File: src/rtl/seq_alu_if.sv
// seq_alu request/response bundle.
// The master side issues start/opcode/operands; the ALU returns status and result.
interface seq_alu_if #(
  parameter int WIDTH = 16
);
  logic             start;
  logic [3:0]       opcode;
  logic [WIDTH-1:0] operand1;
  logic [WIDTH-1:0] operand2;
  logic             ready;
  logic             busy;
  logic             done;
  logic [WIDTH-1:0] result;
  logic             flag_zero;
  logic             flag_carry;
  logic             flag_div0;

  modport master (
    output start,
    output opcode,
    output operand1,
    output operand2,
    input  ready,
    input  busy,
    input  done,
    input  result,
    input  flag_zero,
    input  flag_carry,
    input  flag_div0
  );

  modport slave (
    input  start,
    input  opcode,
    input  operand1,
    input  operand2,
    output ready,
    output busy,
    output done,
    output result,
    output flag_zero,
    output flag_carry,
    output flag_div0
  );
endinterface

File: src/rtl/seq_alu.sv
// Sequential ALU: registered result and flags with a start/done handshake.
// Multiply is shift-add, divide is restoring; both take WIDTH iterations.
module seq_alu #(
  parameter int WIDTH = 16,
  parameter int CNT_W = $clog2(WIDTH) + 1
) (
  input  logic     clk,
  input  logic     reset,
  seq_alu_if.slave bus
);

  typedef enum logic [1:0] {
    IDLE,
    MUL,
    DIV,
    DONE
  } state_t;

  localparam logic [3:0] OP_ADD  = 4'h0;
  localparam logic [3:0] OP_SUB  = 4'h1;
  localparam logic [3:0] OP_MUL  = 4'h2;
  localparam logic [3:0] OP_DIV  = 4'h3;
  localparam logic [3:0] OP_SHL  = 4'h4;
  localparam logic [3:0] OP_SHR  = 4'h5;
  localparam logic [3:0] OP_ROL  = 4'h6;
  localparam logic [3:0] OP_ROR  = 4'h7;
  localparam logic [3:0] OP_AND  = 4'h8;
  localparam logic [3:0] OP_OR   = 4'h9;
  localparam logic [3:0] OP_XOR  = 4'hA;
  localparam logic [3:0] OP_NOR  = 4'hB;
  localparam logic [3:0] OP_NAND = 4'hC;
  localparam logic [3:0] OP_XNOR = 4'hD;
  localparam logic [3:0] OP_GT   = 4'hE;
  localparam logic [3:0] OP_EQ   = 4'hF;

  localparam logic [CNT_W-1:0] LAST =
    CNT_W'(WIDTH - 1);

  state_t             state;
  logic [CNT_W-1:0]   cnt;
  logic [2*WIDTH-1:0] prod;
  logic [2*WIDTH-1:0] mcand;
  logic [WIDTH-1:0]   mplr;
  logic [WIDTH-1:0]   rem;
  logic [WIDTH-1:0]   quo;
  logic [WIDTH-1:0]   dvs;

  logic [WIDTH-1:0]   result;
  logic               flag_zero;
  logic               flag_carry;
  logic               flag_div0;
  logic               ready;
  logic               busy;
  logic               done;

  logic [WIDTH-1:0]   op1;
  logic [WIDTH-1:0]   op2;
  logic [WIDTH:0]     sum;
  logic [WIDTH-1:0]   res_n;
  logic               carry_n;
  logic               div0_n;
  logic               iter_op;

  logic [2*WIDTH-1:0] prod_n;
  logic [WIDTH:0]     rem_sh;
  logic [WIDTH:0]     trial;
  logic               qbit;
  logic [WIDTH-1:0]   rem_n;
  logic [WIDTH-1:0]   quo_n;

  assign op1 = bus.operand1;
  assign op2 = bus.operand2;

  assign bus.result     = result;
  assign bus.flag_zero  = flag_zero;
  assign bus.flag_carry = flag_carry;
  assign bus.flag_div0  = flag_div0;
  assign bus.ready      = ready;
  assign bus.busy       = busy;
  assign bus.done       = done;

  // Only mul and a non-zero divide go through the iterating states.
  assign iter_op = (bus.opcode == OP_MUL) ||
                   (bus.opcode == OP_DIV &&
                    op2 != '0);

  always_comb begin
    sum     = {1'b0, op1} + {1'b0, op2};
    res_n   = '0;
    carry_n = 1'b0;
    div0_n  = 1'b0;
    case (bus.opcode)
      OP_ADD: begin
        res_n   = sum[WIDTH-1:0];
        carry_n = sum[WIDTH];
      end
      OP_SUB: begin
        res_n   = op1 - op2;
        carry_n = op1 < op2;
      end
      OP_MUL: res_n = '0;
      OP_DIV: begin
        res_n  = '1;
        div0_n = 1'b1;
      end
      OP_SHL: begin
        res_n   = {op1[WIDTH-2:0], 1'b0};
        carry_n = op1[WIDTH-1];
      end
      OP_SHR: begin
        res_n   = {1'b0, op1[WIDTH-1:1]};
        carry_n = op1[0];
      end
      OP_ROL:  res_n = {op1[WIDTH-2:0], op1[WIDTH-1]};
      OP_ROR:  res_n = {op1[0], op1[WIDTH-1:1]};
      OP_AND:  res_n = op1 & op2;
      OP_OR:   res_n = op1 | op2;
      OP_XOR:  res_n = op1 ^ op2;
      OP_NOR:  res_n = ~(op1 | op2);
      OP_NAND: res_n = ~(op1 & op2);
      OP_XNOR: res_n = ~(op1 ^ op2);
      OP_GT:   res_n = WIDTH'(op1 > op2);
      OP_EQ:   res_n = WIDTH'(op1 == op2);
      default: res_n = '0;
    endcase
  end

  always_comb begin
    prod_n = prod + (mplr[0] ? mcand : '0);
    rem_sh = {rem, quo[WIDTH-1]};
    trial  = rem_sh - {1'b0, dvs};
    // No borrow out of the trial subtract means the divisor fits.
    qbit   = ~trial[WIDTH];
    rem_n  = qbit ? trial[WIDTH-1:0]
                  : rem_sh[WIDTH-1:0];
    quo_n  = {quo[WIDTH-2:0], qbit};
  end

  always_ff @(posedge clk or negedge reset) begin
    if (!reset) begin
      state      <= IDLE;
      cnt        <= '0;
      prod       <= '0;
      mcand      <= '0;
      mplr       <= '0;
      rem        <= '0;
      quo        <= '0;
      dvs        <= '0;
      result     <= '0;
      flag_zero  <= 1'b0;
      flag_carry <= 1'b0;
      flag_div0  <= 1'b0;
      ready      <= 1'b1;
      busy       <= 1'b0;
      done       <= 1'b0;
    end else begin
      case (state)
        IDLE: begin
          done <= 1'b0;
          if (bus.start && iter_op) begin
            cnt   <= '0;
            ready <= 1'b0;
            busy  <= 1'b1;
            if (bus.opcode == OP_MUL) begin
              prod  <= '0;
              mcand <= {{WIDTH{1'b0}}, op1};
              mplr  <= op2;
              state <= MUL;
            end else begin
              rem   <= '0;
              quo   <= op1;
              dvs   <= op2;
              state <= DIV;
            end
          end else if (bus.start) begin
            result     <= res_n;
            flag_zero  <= res_n == '0;
            flag_carry <= carry_n;
            flag_div0  <= div0_n;
            ready      <= 1'b0;
            done       <= 1'b1;
            state      <= DONE;
          end
        end
        MUL: begin
          prod  <= prod_n;
          mcand <= mcand << 1;
          mplr  <= mplr >> 1;
          cnt   <= cnt + CNT_W'(1);
          if (cnt == LAST) begin
            result     <= prod_n[WIDTH-1:0];
            flag_zero  <= prod_n[WIDTH-1:0] == '0;
            flag_carry <= |prod_n[2*WIDTH-1:WIDTH];
            flag_div0  <= 1'b0;
            busy       <= 1'b0;
            done       <= 1'b1;
            state      <= DONE;
          end
        end
        DIV: begin
          rem <= rem_n;
          quo <= quo_n;
          cnt <= cnt + CNT_W'(1);
          if (cnt == LAST) begin
            result     <= quo_n;
            flag_zero  <= quo_n == '0;
            flag_carry <= 1'b0;
            flag_div0  <= 1'b0;
            busy       <= 1'b0;
            done       <= 1'b1;
            state      <= DONE;
          end
        end
        DONE: begin
          done  <= 1'b0;
          ready <= 1'b1;
          state <= IDLE;
        end
        default: state <= IDLE;
      endcase
    end
  end

endmodule
File: src/flat_wrapper.sv
// flat-port wrapper written by rule: the top's interface ports become plain ports
module seq_alu_flat 
#(
  parameter int WIDTH = 16,
  parameter int CNT_W = $clog2(WIDTH) + 1
)
  (clk, reset, bus_start, bus_opcode, bus_operand1, bus_operand2, bus_ready, bus_busy, bus_done, bus_result, bus_flag_zero, bus_flag_carry, bus_flag_div0);
  seq_alu_if #(.WIDTH(WIDTH)) bus_i ();
  input  logic clk;
  input  logic reset;
  input wire logic [$bits(bus_i.start)-1:0] bus_start;
  input wire logic [$bits(bus_i.opcode)-1:0] bus_opcode;
  input wire logic [$bits(bus_i.operand1)-1:0] bus_operand1;
  input wire logic [$bits(bus_i.operand2)-1:0] bus_operand2;
  output wire logic [$bits(bus_i.ready)-1:0] bus_ready;
  output wire logic [$bits(bus_i.busy)-1:0] bus_busy;
  output wire logic [$bits(bus_i.done)-1:0] bus_done;
  output wire logic [$bits(bus_i.result)-1:0] bus_result;
  output wire logic [$bits(bus_i.flag_zero)-1:0] bus_flag_zero;
  output wire logic [$bits(bus_i.flag_carry)-1:0] bus_flag_carry;
  output wire logic [$bits(bus_i.flag_div0)-1:0] bus_flag_div0;
  assign bus_i.start = bus_start;
  assign bus_i.opcode = bus_opcode;
  assign bus_i.operand1 = bus_operand1;
  assign bus_i.operand2 = bus_operand2;
  assign bus_ready = bus_i.ready;
  assign bus_busy = bus_i.busy;
  assign bus_done = bus_i.done;
  assign bus_result = bus_i.result;
  assign bus_flag_zero = bus_i.flag_zero;
  assign bus_flag_carry = bus_i.flag_carry;
  assign bus_flag_div0 = bus_i.flag_div0;
  seq_alu #(.WIDTH(WIDTH), .CNT_W(CNT_W)) u_core (.clk(clk), .reset(reset), .bus(bus_i));
endmodule
File: config.mk
export PLATFORM = sky130hd
export DESIGN_NAME = seq_alu_flat
export DESIGN_NICKNAME = d
export VERILOG_FILES = /design/src/rtl/seq_alu_if.sv /design/src/rtl/seq_alu.sv /design/src/flat_wrapper.sv
export SDC_FILE = /design/constraint.sdc
export NUM_CORES = 1
export LEC_CHECK = 0
export ABC_AREA = 1
export CORE_MARGIN = 2
export CORE_UTILIZATION = 38
export DETAILED_ROUTE_END_ITERATION = 7
export GPL_ROUTABILITY_DRIVEN = 0
export REMOVE_ABC_BUFFERS = 1
export SLEW_MARGIN = 20
export SYNTH_ARGS = -nofsm -noshare
export SYNTH_HDL_FRONTEND = slang
export SYNTH_SLANG_ARGS = --single-unit
File: constraint.sdc
create_clock -name clk -period 5.4 [get_ports clk]
set_input_delay 0.54 -clock clk [delete_from_list [all_inputs] [get_ports clk]]
set_output_delay 0.54 -clock clk [all_outputs]
set_load 0.01 [all_outputs]
* After elaboration in Yosys (flattened, before gate mapping)
Cells that the tools add are included.
** Cells by class
- Add/sub/neg operators :: 5
- Multiply operators :: 0
- Div/mod/pow operators :: 0
- Magnitude comparators :: 2
- Eq/ne operators :: 29
- Shift operators :: 0
- Mux-type cells :: 54
- Bitwise logic cells :: 8
- Reduce and logical (&&, ||, !) cells :: 25
** Operators by type and width (count)
- 16-bit one-hot mux with 16 select lines :: 1
- 16-bit two-way mux :: 11
- 32-bit two-way mux :: 5
- 32-bit one-hot mux with 2 select lines :: 2
- 16-bit one-hot mux with 2 select lines :: 3
- 16-bit zero test :: 3
- 16-bit NOT :: 3
- 16-bit one-hot mux with 3 select lines :: 1
- 32-bit adder :: 1
- 4-bit == test (second input constant) :: 8
- 16-bit by 16-bit adder with 17-bit output :: 1
- 1-bit two-way mux :: 17
- 17-bit by 16-bit subtractor with 17-bit output :: 1
- 16-bit bitwise AND :: 1
- 16-bit == test :: 1
- 4-bit by 3-bit == test with 1-bit output (second input constant) :: 4
- 16-bit > comparator :: 1
- 16-bit < comparator :: 1
- 16-bit OR :: 1
- 16-bit nonzero test :: 1
- 16-bit OR reduction :: 1
- 16-bit subtractor :: 1
- 16-bit XOR :: 1
- 3-bit AND reduction :: 4
- 27 further kinds :: 49
** Storage, ports and cells
- Register bits after elaboration :: 157
- Bits in latches :: 0
- Bits in writable memories :: 0
- Memory bits (read-only) :: 0
- Input port bits :: 39
- Output and inout port bits :: 22
- Logic and storage cells :: 138
- Memories :: 0

* Longest topological paths before layout
- Word-level depth :: 7
- Mapped depth :: 23
- Depth with buffers taken out :: 21

* Least setup slack after synthesis
Ideal clock, no wire load.
- Path type :: register to register
- Start :: register u_core.mplr[0]
- End :: register u_core.result[12] (netlist: u_core.bus.result[12])
- Library setup time :: 121 ps
- Arrival :: 2449 ps
- Required time :: 5279 ps
- Setup slack :: 2830 ps
- Cell stages (with the launch flop) :: 17
- Path buffers :: 2
- Clock period less this slack :: 2570 ps
- Cell sequence :: dfrtp_1 > clkbuf_1 > clkbuf_1 > nand2_1 > inv_1 > ha_1 > fa_1 > nand3_1 > nand2_1 > nand2_1 > nand2_1 > nand2_1 > nand2_1 > xnor2_1 > or2_2 > nand3_1 > a22o_1
** On the way
- Longest elaborated chain between the ends :: 4
** RTL lines
- start: declaration :: line seq_alu.sv:43 : logic [WIDTH-1:0] mplr;
- start signal: assignment :: line seq_alu.sv:167 : mplr <= op2;
- start signal: assignment :: line seq_alu.sv:188 : mplr <= mplr >> 1;
- 32-bit two-way mux :: line seq_alu.sv:129 : prod_n = prod + (mplr[0] ? mcand : '0);
- 32-bit adder :: line seq_alu.sv:129
- 16-bit two-way mux :: line seq_alu.sv:190 : if (cnt == LAST) begin
- 16-bit one-hot mux with 3 select lines :: line seq_alu.sv:157 : case (state)
- end signal: assignment :: line seq_alu.sv:176 : result <= res_n;
- end signal: assignment :: line seq_alu.sv:191 : result <= prod_n[WIDTH-1:0];
- end signal: assignment :: line seq_alu.sv:205 : result <= quo_n;
- end: declaration :: line seq_alu.sv:48 : logic [WIDTH-1:0] result;
Every way passes these cells. The select of a mux whose other input is x is not followed.
A chain may end at the register's enable or synchronous reset.

* Final worst setup path
- Start :: input port bus_operand2[1]
- End :: register u_core.rem[5]
** On the way
- Longest elaborated chain between the ends :: 6
** RTL lines
- start: declaration :: line flat_wrapper.sv:14 : input wire logic [$bits(bus_i.operand2)-1:0] bus_operand2;
- 16-bit nonzero test :: line seq_alu.sv:85 : op2 != '0);
- 1-bit logical AND :: line seq_alu.sv:84 : (bus.opcode == OP_DIV &&
- 1-bit logical OR :: line seq_alu.sv:83 : assign iter_op = (bus.opcode == OP_MUL) ||
- 1-bit logical AND :: line seq_alu.sv:160 : if (bus.start && iter_op) begin
- 2-bit by 1-bit inequality test with 1-bit output (no source line)
- 3-bit AND reduction (no source line)
- end signal: assignment :: line seq_alu.sv:201 : rem <= rem_n;
- end: declaration :: line seq_alu.sv:44 : logic [WIDTH-1:0] rem;
Every way passes these cells.

==> run_results.csv <==
group,metric,value,unit
status,status,"completed",
clocking,cts_buffer_depth,2,
floorplan,die_y,195,um
hold_path,hold_class,"input pin to asynchronous set/reset pin",
clocking,cts_tree,"built",
cells_and_area,drive_above_1_share,0.0315,
grt,antenna_found_initial,0,
setup_path,worstReg2RegStart,"u_core.state[0]",
cells_and_area,nNetsFinal,2389,
sta,tightest_slew,1.17,ns
cells_and_area,final_area,0.0154,mm^2
setup_path,path_max_fanout,35,
clocking,hold_buffers,0,
detailed_routing,drtIter0Drc,1416,
clocking,clkLatencyLatePin,0.45,ns
power,power.total,8.10,mW
setup_path,crit_path_start_kind,"input pin",
setup_path,crit_arrival,4.62,ns
place,hpwlAfterDp,38200,um
sta,tns,0,ns
setup_path,cp-end-kind,"register",
synthesis,synth_cell_types,49,
clocking,post-cts-setup-buffer-count,0,
grt,grt_pass1_wl,77900,um
synthesis,seq_area_frac_synth,0.283,
sta,fin_crit_sh,0.787,
clocking,cts_num_sinks,157,
place,port_buffers,60,
synthesis,synth_edf_count,0,
setup_path,worst-setup-path-type,"input pin to register",
floorplan,rows,70,
grt,grt_pass1_vias,14246,
detailed_routing,drc,0,
setup_path,required,5.77,ns
detailed_routing,wl_per_cell,18.1,um
floorplan,core_area,0.0363,mm^2
sta,fmaxAchievable,235,MHz
synthesis,avgSynthCellArea,6.26,um^2
sta,setup_viol,0,
floorplan,die_x,195,um
detailed_routing,drt_pass1_iterations,6,
place,dp_slack,1.29,ns
floorplan,dieArea,0.0381,mm^2
cells_and_area,n_antenna_cell,0,
sta,hold_viol_final,0,
power,vdd_drop_max,0.282,mV
detailed_routing,vias_per_cell,5.40,
clocking,cts_resized,0,
floorplan,io_pins,61,
power,power_density,525,mW/mm^2
sta,rsz0062_at_grt,"no",
power,p_leak,8.00,nW
synthesis,synth.ff_latch_count,157,
setup_path,rrSetupSlack,1.98,ns
grt,grt_usage,0.262,
sta,slew_viol_final,0,
setup_path,r2r-end,"u_core.bus.result[0]",
place,dpl-instance-area,0.0149,mm^2
detailed_routing,vias,14715,
cells_and_area,area_growth,11.0,%
grt,overflow,0,
clocking,cts_htree_levels,4,
synthesis,synth_area_leader_cell,"dfrtp_1",
clocking,clkTransAtPathRegs,0.08,ns
floorplan,start_util,0.383,
detailed_routing,postRouteAntennaNets,0,
synthesis,synthTopCellsByCount,"746 x nand2_1, 340 x inv_1, 201 x nor2_1",
sta,setup_slack,1.15,ns
sta,post-route-min-period,4.25,ns
detailed_routing,wirelength,49400,um
synthesis,yosysMostFrequentCell,"nand2_1",
grt,grt_max_degree,82,
synthesis,synth-main-ff-cell,"dfrtp_1",
synthesis,yosys_warnings,0,
synthesis,synthArstFlopShare,1.00,
synthesis,synthTopCellsByArea,"dfrtp_1 28%, nand2_1 20%, ha_1 9.2%, inv_1 9.2%, nor2_1 5.4%",
run,cap_viol_max_count,0,
synthesis,syn_area,0.0139,mm^2
setup_path,ff2ff_path_depth,10,
sta,finClkSkew,0.0187,ns
synthesis,synth_top_area_share,0.281,
clocking,root_buffer,"clkbuf_16",
sta,slew_headroom,0.216,
synthesis,syn_inst,2223,
clocking,cts_buffers,17,
sequential cells by signal, indices dropped and copies added (netlist names), 2 cells and up:
| name | count |
|---|---|
| u_core.rem | 16 |
| u_core.mplr | 16 |
| u_core.state | 2 |
| u_core.cnt | 5 |
| u_core.bus.result | 16 |
| u_core.dvs | 16 |
| u_core.quo | 16 |
| u_core.prod | 32 |
| u_core.mcand | 32 |
area by class of cell:
type,count,area (um^2)
timing repair buffer,71,684
fill,3899,20900
clock inverter,13,133
clock buffer,19,433
multi-input combinational,1649,8360
tap,468,586
inverter,348,1310
sequential,157,3930
per-layer routing:
metal | GRT usage | routed length, um
met2 | 0.436 | 22600
met1 | 0.332 | 20800
met4 | 0.132 | 2740
met5 | 0 | 0
met3 | 0.0373 | 3240
cell usage in the layout, fill, tap and decap left out, types with 3 or more instances in the layout:
| cell type | instances |
|---|---|
| fa_1 | 4 |
| nor2_1 | 200 |
| nor3_1 | 9 |
| clkbuf_16 | 17 |
| nand3b_1 | 3 |
| nand3_1 | 140 |
| o211ai_1 | 35 |
| xor2_1 | 8 |
| a22o_1 | 10 |
| o22ai_1 | 23 |
| inv_1 | 339 |
| clkinvlp_4 | 4 |
| clkinv_1 | 3 |
| inv_6 | 5 |
| a22oi_1 | 4 |
| nand2_1 | 746 |
| a21o_1 | 5 |
| o21bai_1 | 9 |
| o2111ai_1 | 5 |
| xnor2_1 | 8 |
| o21ai_0 | 147 |
| dfrtp_1 | 155 |
| ha_1 | 101 |
| nand4_1 | 31 |
| a21oi_1 | 93 |
| a31oi_1 | 25 |
| clkdlybuf4s50_1 | 59 |
| buf_4 | 11 |
| inv_2 | 6 |
| or2_2 | 8 |
| nor2_2 | 4 |
| nor4_1 | 9 |
where the power goes:
group,internal [mW],switching [mW]
logic,1.61,3.24
registers,1.70,0.356
clock network,0.646,0.557
total,3.95,4.15
kinds of logic after synthesis:
kind of cell    share of synthesized area
compound gates                      0.156
simple gates                        0.337
fa+ha+maj                          0.0975
xor+xnor                           0.0101
flops                               0.283
buf+inv                             0.117
through the flow:
step	utilization	hold WS (ns)	std cells
finish	0.425	0.150	2725
global route	0.425	0.208	2725
CTS	0.425	0.186	2725
detailed placement	0.409	0.474	2693
global placement	0.409	0.467	2693
floorplan	-	0.244	2154
worst max-delay path by stage:
stage / from / endpoint / slack [ns] / depth (start not counted)
floorplan: u_core.state[1] / u_core.mcand[10] / -0.49 / 6
global placement: bus_operand2[1] / u_core.rem[5] / 1.33 / 10
detailed placement: bus_operand2[1] / u_core.rem[5] / 1.29 / 10
CTS: bus_operand2[1] / u_core.rem[5] / 1.73 / 10
global route: bus_operand2[1] / u_core.rem[7] / 1.03 / 10
finish: bus_operand2[1] / u_core.rem[5] / 1.15 / 10
critical path: stages:
cell and delay (ns):
clkdlybuf4s50_1 0.58, nor4_1 1.04, nand4_1 0.61, nand2_1 0.35, a21oi_2 0.12, nand3_2 0.46
o21ai_4 0.40, inv_2 0.35, nand2_1 0.09, nand2_1 0.07
Power figures use the tool's default switching activity.
